### src/rtl/idexe_pipe_pkg.sv
// idexe_pipe_pkg: shared widths, register-0 constant and per-cycle action encoding
package idexe_pipe_pkg;
  localparam int DEF_DATA_W = 32;
  localparam int DEF_REG_W = 5;
  localparam int DEF_ALUC_W = 4;
  localparam int DEF_CNT_W = 16;
  localparam int REG_ZERO = 0;
  typedef enum logic [2:0] {RESET, FLUSH, HOLD, BUBBLE, LOAD} action_t;
endpackage

### src/rtl/idexe_pipe_sat_counter.sv
// sat_counter: synchronous-clear up-counter that sticks at all-ones
module sat_counter
  import idexe_pipe_pkg::*;
#(
  parameter int CNT_W = DEF_CNT_W
) (
  input  logic             clock,
  input  logic             clear,
  input  logic             inc,
  output logic [CNT_W-1:0] cnt
);
  always_ff @(posedge clock)
    cnt <= clear ? '0 : (inc && cnt != '1) ? cnt + 1'b1 : cnt;
endmodule

### src/rtl/idexe_pipe.sv
// idexe_pipe: ID/EX pipeline register with load-use hazard bubble, flush, hold and statistics
module idexe_pipe
  import idexe_pipe_pkg::*;
#(
  parameter int DATA_W = DEF_DATA_W,
  parameter int REG_W  = DEF_REG_W,
  parameter int ALUC_W = DEF_ALUC_W,
  parameter int CNT_W  = DEF_CNT_W
) (
  input  logic              clock,
  input  logic              reset,
  input  logic              flush,
  input  logic              stall,
  input  logic              ivalid,
  input  logic              wreg,
  input  logic              m2reg,
  input  logic              wmem,
  input  logic              aluimm,
  input  logic [ALUC_W-1:0] aluc,
  input  logic [REG_W-1:0]  destReg,
  input  logic [REG_W-1:0]  rs,
  input  logic [REG_W-1:0]  rt,
  input  logic              use_rs,
  input  logic              use_rt,
  input  logic [DATA_W-1:0] qa,
  input  logic [DATA_W-1:0] qb,
  input  logic [DATA_W-1:0] imm32,
  output logic              ewreg,
  output logic              em2reg,
  output logic              ewmem,
  output logic              ealuimm,
  output logic              evalid,
  output logic [ALUC_W-1:0] ealuc,
  output logic [REG_W-1:0]  edestReg,
  output logic [DATA_W-1:0] eqa,
  output logic [DATA_W-1:0] eqb,
  output logic [DATA_W-1:0] eimm32,
  output logic              hazard_stall,
  output logic [CNT_W-1:0]  bubble_cnt,
  output logic [CNT_W-1:0]  stall_cnt
);
  action_t act;
  always_comb begin
    hazard_stall = evalid & em2reg & (edestReg != REG_W'(REG_ZERO)) & ivalid &
                   ((use_rs & (rs == edestReg)) | (use_rt & (rt == edestReg)));
    act = reset ? RESET : flush ? FLUSH : stall ? HOLD : hazard_stall ? BUBBLE : LOAD;
  end
  always_ff @(posedge clock) begin
    if (act == LOAD) begin
      evalid   <= ivalid;
      ewreg    <= wreg & ivalid;
      ewmem    <= wmem & ivalid;
      em2reg   <= m2reg;
      ealuimm  <= aluimm;
      ealuc    <= aluc;
      edestReg <= destReg;
      eqa      <= qa;
      eqb      <= qb;
      eimm32   <= imm32;
    end else if (act != HOLD) begin
      evalid   <= 1'b0;
      ewreg    <= 1'b0;
      ewmem    <= 1'b0;
      em2reg   <= 1'b0;
      ealuimm  <= 1'b0;
      ealuc    <= '0;
      edestReg <= '0;
      eqa      <= '0;
      eqb      <= '0;
      eimm32   <= '0;
    end
  end
  sat_counter #(.CNT_W(CNT_W)) u_bubble_cnt (
    .clock(clock),
    .clear(reset),
    .inc  (act == FLUSH || act == BUBBLE),
    .cnt  (bubble_cnt)
  );
  sat_counter #(.CNT_W(CNT_W)) u_stall_cnt (
    .clock(clock),
    .clear(reset),
    .inc  (act == HOLD),
    .cnt  (stall_cnt)
  );
endmodule

### config.mk
export PLATFORM = sky130hd
export DESIGN_NAME = idexe_pipe
export DESIGN_NICKNAME = d
export VERILOG_FILES = /design/src/rtl/idexe_pipe_pkg.sv /design/src/rtl/idexe_pipe_sat_counter.sv /design/src/rtl/idexe_pipe.sv
export SDC_FILE = /design/constraint.sdc
export NUM_CORES = 1
export LEC_CHECK = 0
export CAP_MARGIN = 20
export CORE_ASPECT_RATIO = 1.5
export CORE_MARGIN = 5
export CORE_UTILIZATION = 41
export DETAILED_ROUTE_END_ITERATION = 7
export GPL_ROUTABILITY_DRIVEN = 0
export HOLD_SLACK_MARGIN = 0.05
export PLACE_DENSITY = 0.87
export SETUP_SLACK_MARGIN = 0.3
export SLEW_MARGIN = 20
export SYNTH_ARGS = -nofsm -noshare
export SYNTH_HDL_FRONTEND = slang
export SYNTH_SLANG_ARGS = --single-unit
### constraint.sdc
create_clock -name clock -period 3.6 [get_ports clock]
set_clock_uncertainty 0.2 [all_clocks]
set_input_delay 0.36 -clock clock [delete_from_list [all_inputs] [get_ports clock]]
set_output_delay 0.36 -clock clock [all_outputs]
set_load 0.01 [all_outputs]
# ---- After elaboration in Yosys (flattened, before gate mapping)
# Cells that the tools add are included.
dict set report word_totals {
  latchBits 0
  mem_bits_rw 0
  memories 0
  mem_bits_ro 0
  regBits 142
  word_cells 55
}
dict set report classes {
  div 0
  shifts 0
  mux 18
  eq_ne 9
  add_sub_neg 2
  bitwise_logic 9
  reduce_logical 5
  n_lt_le_gt_ge 0
  multipliers 0
}
# cell count
set ops {}
lappend ops {{$mux W32} 4}
lappend ops {{$add A16 B1 Y16 const B} 2}
lappend ops {{$ne A16 B16 Y1 const B} 2}
lappend ops {{$mux W3} 4}
lappend ops {{$eq A5 B5 Y1} 2}
lappend ops {{$mux W5} 2}
lappend ops {{$and A1 B1 Y1} 8}
lappend ops {{$mux W4} 2}
lappend ops {{$eq A3 B2 Y1 const B} 2}
lappend ops {{$mux W1} 6}
lappend ops {{$reduce_bool A5 Y1} 1}
lappend ops {{$eq A3 B1 Y1 const B} 1}
lappend ops {{$eq A3 B3 Y1 const B} 1}
lappend ops {{$ne A3 B2 Y1 const B} 1}
lappend ops {{$logic_and A1 B1 Y1} 2}
lappend ops {{$reduce_bool A2 Y1} 1}
lappend ops {{$logic_or A1 B1 Y1} 1}
lappend ops {{$or A1 B1 Y1} 1}

# ---- Longest topological paths before layout
dict set report logic_depth {
  word_depth 11
  mapped_depth 9
  mapped_depth_nobuf 7
}

# ---- Hierarchy
# Synthesis repeated with hierarchy kept, for this count alone.
dict set report unflattened {
  cells_unflattened 601
  hier_area_um2 6774.0
}
# mod cells_each area_per_inst_um2 instances
set by_module_without_submodules {}
lappend by_module_without_submodules {idexe_pipe 403 5077.4 1}
lappend by_module_without_submodules {sat_counter 99 848.3 2}

# ---- Least setup slack after synthesis
# No wires, ideal clock.
dict set report synth_timing {
  kind {input -> register}
  startpoint {in reset}
  endpoint {reg u_stall_cnt.cnt[15]}
  slack_ps 677
  stages 8
  path_buffers 2
  required_time_ps 3272
  setup_ps 128
  arrival_time_ps 2596
  cell_sequence {buf_2 or3b_1 buf_2 nor2_1 o211ai_2 nor3_1 xnor2_1 nor2_1}
}
dict set report synth_via {
  elab_chain_cells 3
}
# item line_no
set synth_lines {}
lappend synth_lines {{from (decl)} idexe_pipe.sv:11} ;# input logic reset,
lappend synth_lines {{$mux W3} idexe_pipe.sv:46} ;# act = reset ? RESET : flush ? FLUSH : stall ? HOLD : hazard_stall ? BUBBLE : LOAD;
lappend synth_lines {{$eq A3 B2 Y1} idexe_pipe.sv:82} ;# .inc (act == HOLD),
lappend synth_lines {{$logic_and A1 B1 Y1} idexe_pipe_sat_counter.sv:13} ;# cnt <= clear ? '0 : (inc && cnt != '1) ? cnt + 1'b1 : cnt;
lappend synth_lines {{to (signal assigned)} idexe_pipe_sat_counter.sv:13}
lappend synth_lines {{to (decl)} idexe_pipe_sat_counter.sv:10} ;# output logic [CNT_W-1:0] cnt
# Several ways; a longest one is shown, not always the timed one.
# A chain may end at the register's enable or synchronous reset.

# ---- Worst setup path in the final report
dict set report layout_timing {
  startpoint {reg edestReg[4]}
  endpoint {out hazard_stall}
}
dict set report layout_via {
  elab_chain_cells 4
}
# item line_no
set layout_lines {}
lappend layout_lines {{from (decl)} idexe_pipe.sv:34} ;# output logic [REG_W-1:0] edestReg,
lappend layout_lines {{from (signal assigned)} idexe_pipe.sv:56} ;# edestReg <= destReg;
lappend layout_lines {{$eq A5 B5 Y1 / $reduce_bool A5 Y1 (equally long branches)} {idexe_pipe.sv:45, idexe_pipe.sv:44}}
lappend layout_lines {{$and A1 B1 Y1, on equally long branches} {idexe_pipe.sv:45, idexe_pipe.sv:44}}
lappend layout_lines {{$or A1 B1 Y1 / $and A1 B1 Y1 (equally long branches)} {idexe_pipe.sv:45, idexe_pipe.sv:44}}
lappend layout_lines {{$and A1 B1 Y1 (*)} idexe_pipe.sv:44} ;# hazard_stall = evalid & em2reg & (edestReg != REG_W'(REG_ZERO)) & ivalid &
lappend layout_lines {{to (decl)} idexe_pipe.sv:38} ;# output logic hazard_stall,
# Every way passes the cells marked *; elsewhere a longest branch is shown, timed or not.

==> flow_summary_export.csv <==
group,metric,value,unit
min_path,hp-class,"flop to flop",
placed_design,placement.io_buffers,268,
final_layout,num-nets-final,831,
sta,maxSlewViolCount,0,
floorplanning,dieArea,0.0165,mm2
floorplanning,io_pins,269,
run_status,status,"completed",
yosys,yosys_register_bits,142,
yosys,synthMuxAreaShare,0.720,%
cts,insertion_delay,0.40,ns
drt,drc_errors,0,
yosys,synth-adder-area-share,0.436,%
yosys,syn_area,0.00573,mm2
cts,clock-sinks,142,
cts,cts-resized-gates,0,
final_layout,ff_latch_area,0.00394,mm2
global_routing,grt_pass1_wl,24200,um
yosys,syn_inst,433,
cts,cts_root_buf,"clkbuf_16",
power,power.total,4.07,mW
yosys,synth_xor_area_share,3.36,%
critical_path,cp-start-kind,"flop",
drt,drt_iter0_drc,184,
critical_path,worstPathRequired,3.04,ns
global_routing,globalRoute.busiestLayer,"met2",
cts,h-tree-depth,4,
cts,cts_setup_buffers,0,
global_routing,met2_usage,35.0,%
drt,wl_per_cell,18.2,um
drt,ant_nets,0,
floorplanning,core-area,0.0139,mm2
final_layout,n_antenna_cell,0,
yosys,seq_area_frac_synth,68.8,%
global_routing,antenna_found_initial,0,
floorplanning,die_w,107,um
yosys,yosys.area_share.simple,20.4,%
cts,cts_tree,"built",
critical_path,arrival,2.38,ns
sta,post-route-period-util,81.7,%
floorplanning,row_count,53,
critical_path,crit_fanout,4,
cts,cts_inserted_buffers,17,
global_routing,grtUsageTotal,19.2,%
drt,firstDrtPassIters,4,
global_routing,gr-usage-met1,18.4,%
sta,tightest_slew,0.817,ns
critical_path,end_kind,"output pin",
power,power_density,445,mW/mm2
global_routing,grt-ovfl-total,0,
sta,finalSetupTns,0,ns
global_routing,use_met3,9.19,%
cts,ctsHoldBuffers,0,
cts,cts_max_path_buffers,2,
final_layout,layout-drive-gt1-share,5.59,%
sta,rsz0062_at_grt,"false",
sta,slew_headroom,45.6,%
global_routing,grt_pass1_vias,4562,
final_layout,area_delta_synth_final,59.6,%
power,ir_worst_vdd,0.334,mV
sta,setup_viol,0,
sta,final-hold-violation-count,0,
drt,dr_total_vias,4346,
drt,viasPerCell,4.93,
floorplanning,dieHeight,155,um
final_layout,num-fill-cells,1005,
yosys,synth_cell_types,36,
final_layout,multi_input_area,0.00168,mm2
yosys,synth_top_family_by_area,"simple AND/OR/NAND/NOR gates",
yosys,yosys_warnings,0,
yosys,synth_compound_area_share,4.21,%
power,p_leak,3.39,nW
sta,post-route-min-period,2.94,ns
cts,clkTransAtPathRegs,0.07,ns
run,max-cap-violations,0,
floorplanning,start_util,41.4,%
drt,totalWireLength,16000,um
yosys,syn_nets,561,
placed_design,dp_hpwl,12400,um
critical_path,path_class,"flop to output pin",
sta,fmax,340,MHz
yosys,avgSynthCellArea,13.2,um2
global_routing,grt_max_degree,105,
layout make-up:
type | instances | share of cell area, %
clock buffer | 19 | 4.73
clock inverter | 13 | 1.76
inverter | 2 | 0.0820
multi-input combinational | 267 | 18.4
sequential | 142 | 43.1
tap | 165 | 2.26
timing repair buffer | 273 | 29.7
cells in the final DEF, fill, tap and decap left out, types with 2 or more instances in the layout:
master             n
nand3_1            8
nand2_1           14
clkinvlp_4         3
o31ai_1            4
xnor2_1           12
dfxtp_1           32
nor3_1             3
and3_1             9
and2_1           108
ha_1               2
o21ai_0            4
buf_4              5
or3_1             13
mux2i_1            3
inv_6              3
or4_1              5
clkbuf_16         17
xor2_1            10
nor2b_1            3
edfxtp_1         110
nand4_1           13
inv_1              2
nor2_1            20
a21oi_1           16
clkdlybuf4s50_1  268
clkbuf_1           2
bufinv_16          3
o21ai_1            9
sequential cells by signal (all words and copies together) (netlist names):
| signal | cells |
|---|---|
| edestReg | 5 |
| evalid | 1 |
| em2reg | 1 |
| ewreg | 1 |
| u_bubble_cnt.cnt | 16 |
| ewmem | 1 |
| eimm32 | 32 |
| u_stall_cnt.cnt | 16 |
| eqb | 32 |
| ealuimm | 1 |
| eqa | 32 |
| ealuc | 4 |
critical path, stage by stage, from the launching register on:
cell,delay (ns)
edfxtp_1,0.46
xnor2_1,0.22
nand4_1,0.11
o22ai_1,0.24
nor2b_1,0.32
clkdlybuf4s50_1,0.63
power breakdown:
part           internal (mW)  leakage, nW  switching, mW
clock                   1.09        0.278          0.660
sequential              1.85         1.52         0.0312
combinational          0.281         1.59          0.162
total                   3.22         3.39          0.853
stage by stage:
step | utilization [%] | instance area, um2 | std cells | hold slack, ns | setup WS [ns]
2_1_floorplan | - | 5730 | 433 | 0.315 | 0.677
3_3_place_gp | 61.7 | 8560 | 849 | 0.283 | 0.821
3_5_place_dp | 61.7 | 8560 | 849 | 0.299 | 0.709
4_1_cts | 66.0 | 9150 | 881 | 0.309 | 0.654
5_1_grt | 66.0 | 9150 | 881 | 0.345 | 0.572
6_report | 66.0 | 9150 | 881 | 0.304 | 0.661
Yosys cell counts, drive strengths merged:
cell | count | share of area, %
edfxtp | 110 | 58
and2 | 108 | 12
dfxtp | 32 | 11
nor2 | 20 | 1.3
a21oi | 17 | 1.5
buf | 16 | 1.6
nand2 | 14 | 0.92
nand4 | 13 | 1.4
o21ai | 13 | 1.1
or3 | 13 | 1.4
xnor2 | 12 | 1.8
xor2 | 10 | 1.5
and3 | 9 | 0.98
nand3 | 8 | 0.70
clkbuf | 6 | 0.39
or4 | 5 | 0.65
o31ai | 4 | 0.52
mux2i | 3 | 0.52
nor2b | 3 | 0.33
nor3 | 3 | 0.26
ha | 2 | 0.44
inv | 2 | 0.13
nor4 | 2 | 0.33
a2111oi | 1 | 0.26
a211oi | 1 | 0.13
a41oi | 1 | 0.28
and2b | 1 | 0.13
mux2 | 1 | 0.20
o211ai | 1 | 0.22
o22ai | 1 | 0.11
or3b | 1 | 0.15
worst paths after layout:
check	startpoint	slack, ns	endpoint	cells after the start
hold reg to reg	u_stall_cnt.cnt[11]$_SDFFE_PP0P_	0.30	u_stall_cnt.cnt[11]$_SDFFE_PP0P_	2
setup reg to reg	edestReg[1]$_SDFFCE_PP0P_	0.78	eqb[12]$_SDFFCE_PP0P_	6
hold / removal	u_stall_cnt.cnt[11]$_SDFFE_PP0P_	0.30	u_stall_cnt.cnt[11]$_SDFFE_PP0P_	2
setup / recovery	edestReg[4]$_SDFFCE_PP0P_	0.66	hazard_stall	5
logic make-up after synthesis:
family / after synthesis
flip-flops: 142
AO/OA/AOI/OAI: 39
buffers and inverters: 24
adder cells (fa/ha/maj): 2
multiplexers: 4
XOR/XNOR: 22
AND/OR/NAND/NOR: 200
per-layer routing:
layer | part of all wire, % | wire, um
met1 | 32 | 5160
met2 | 55 | 8740
met3 | 10 | 1650
met4 | 2.8 | 448
met5 | 0 | 0
Power figures use the tool's default switching activity.
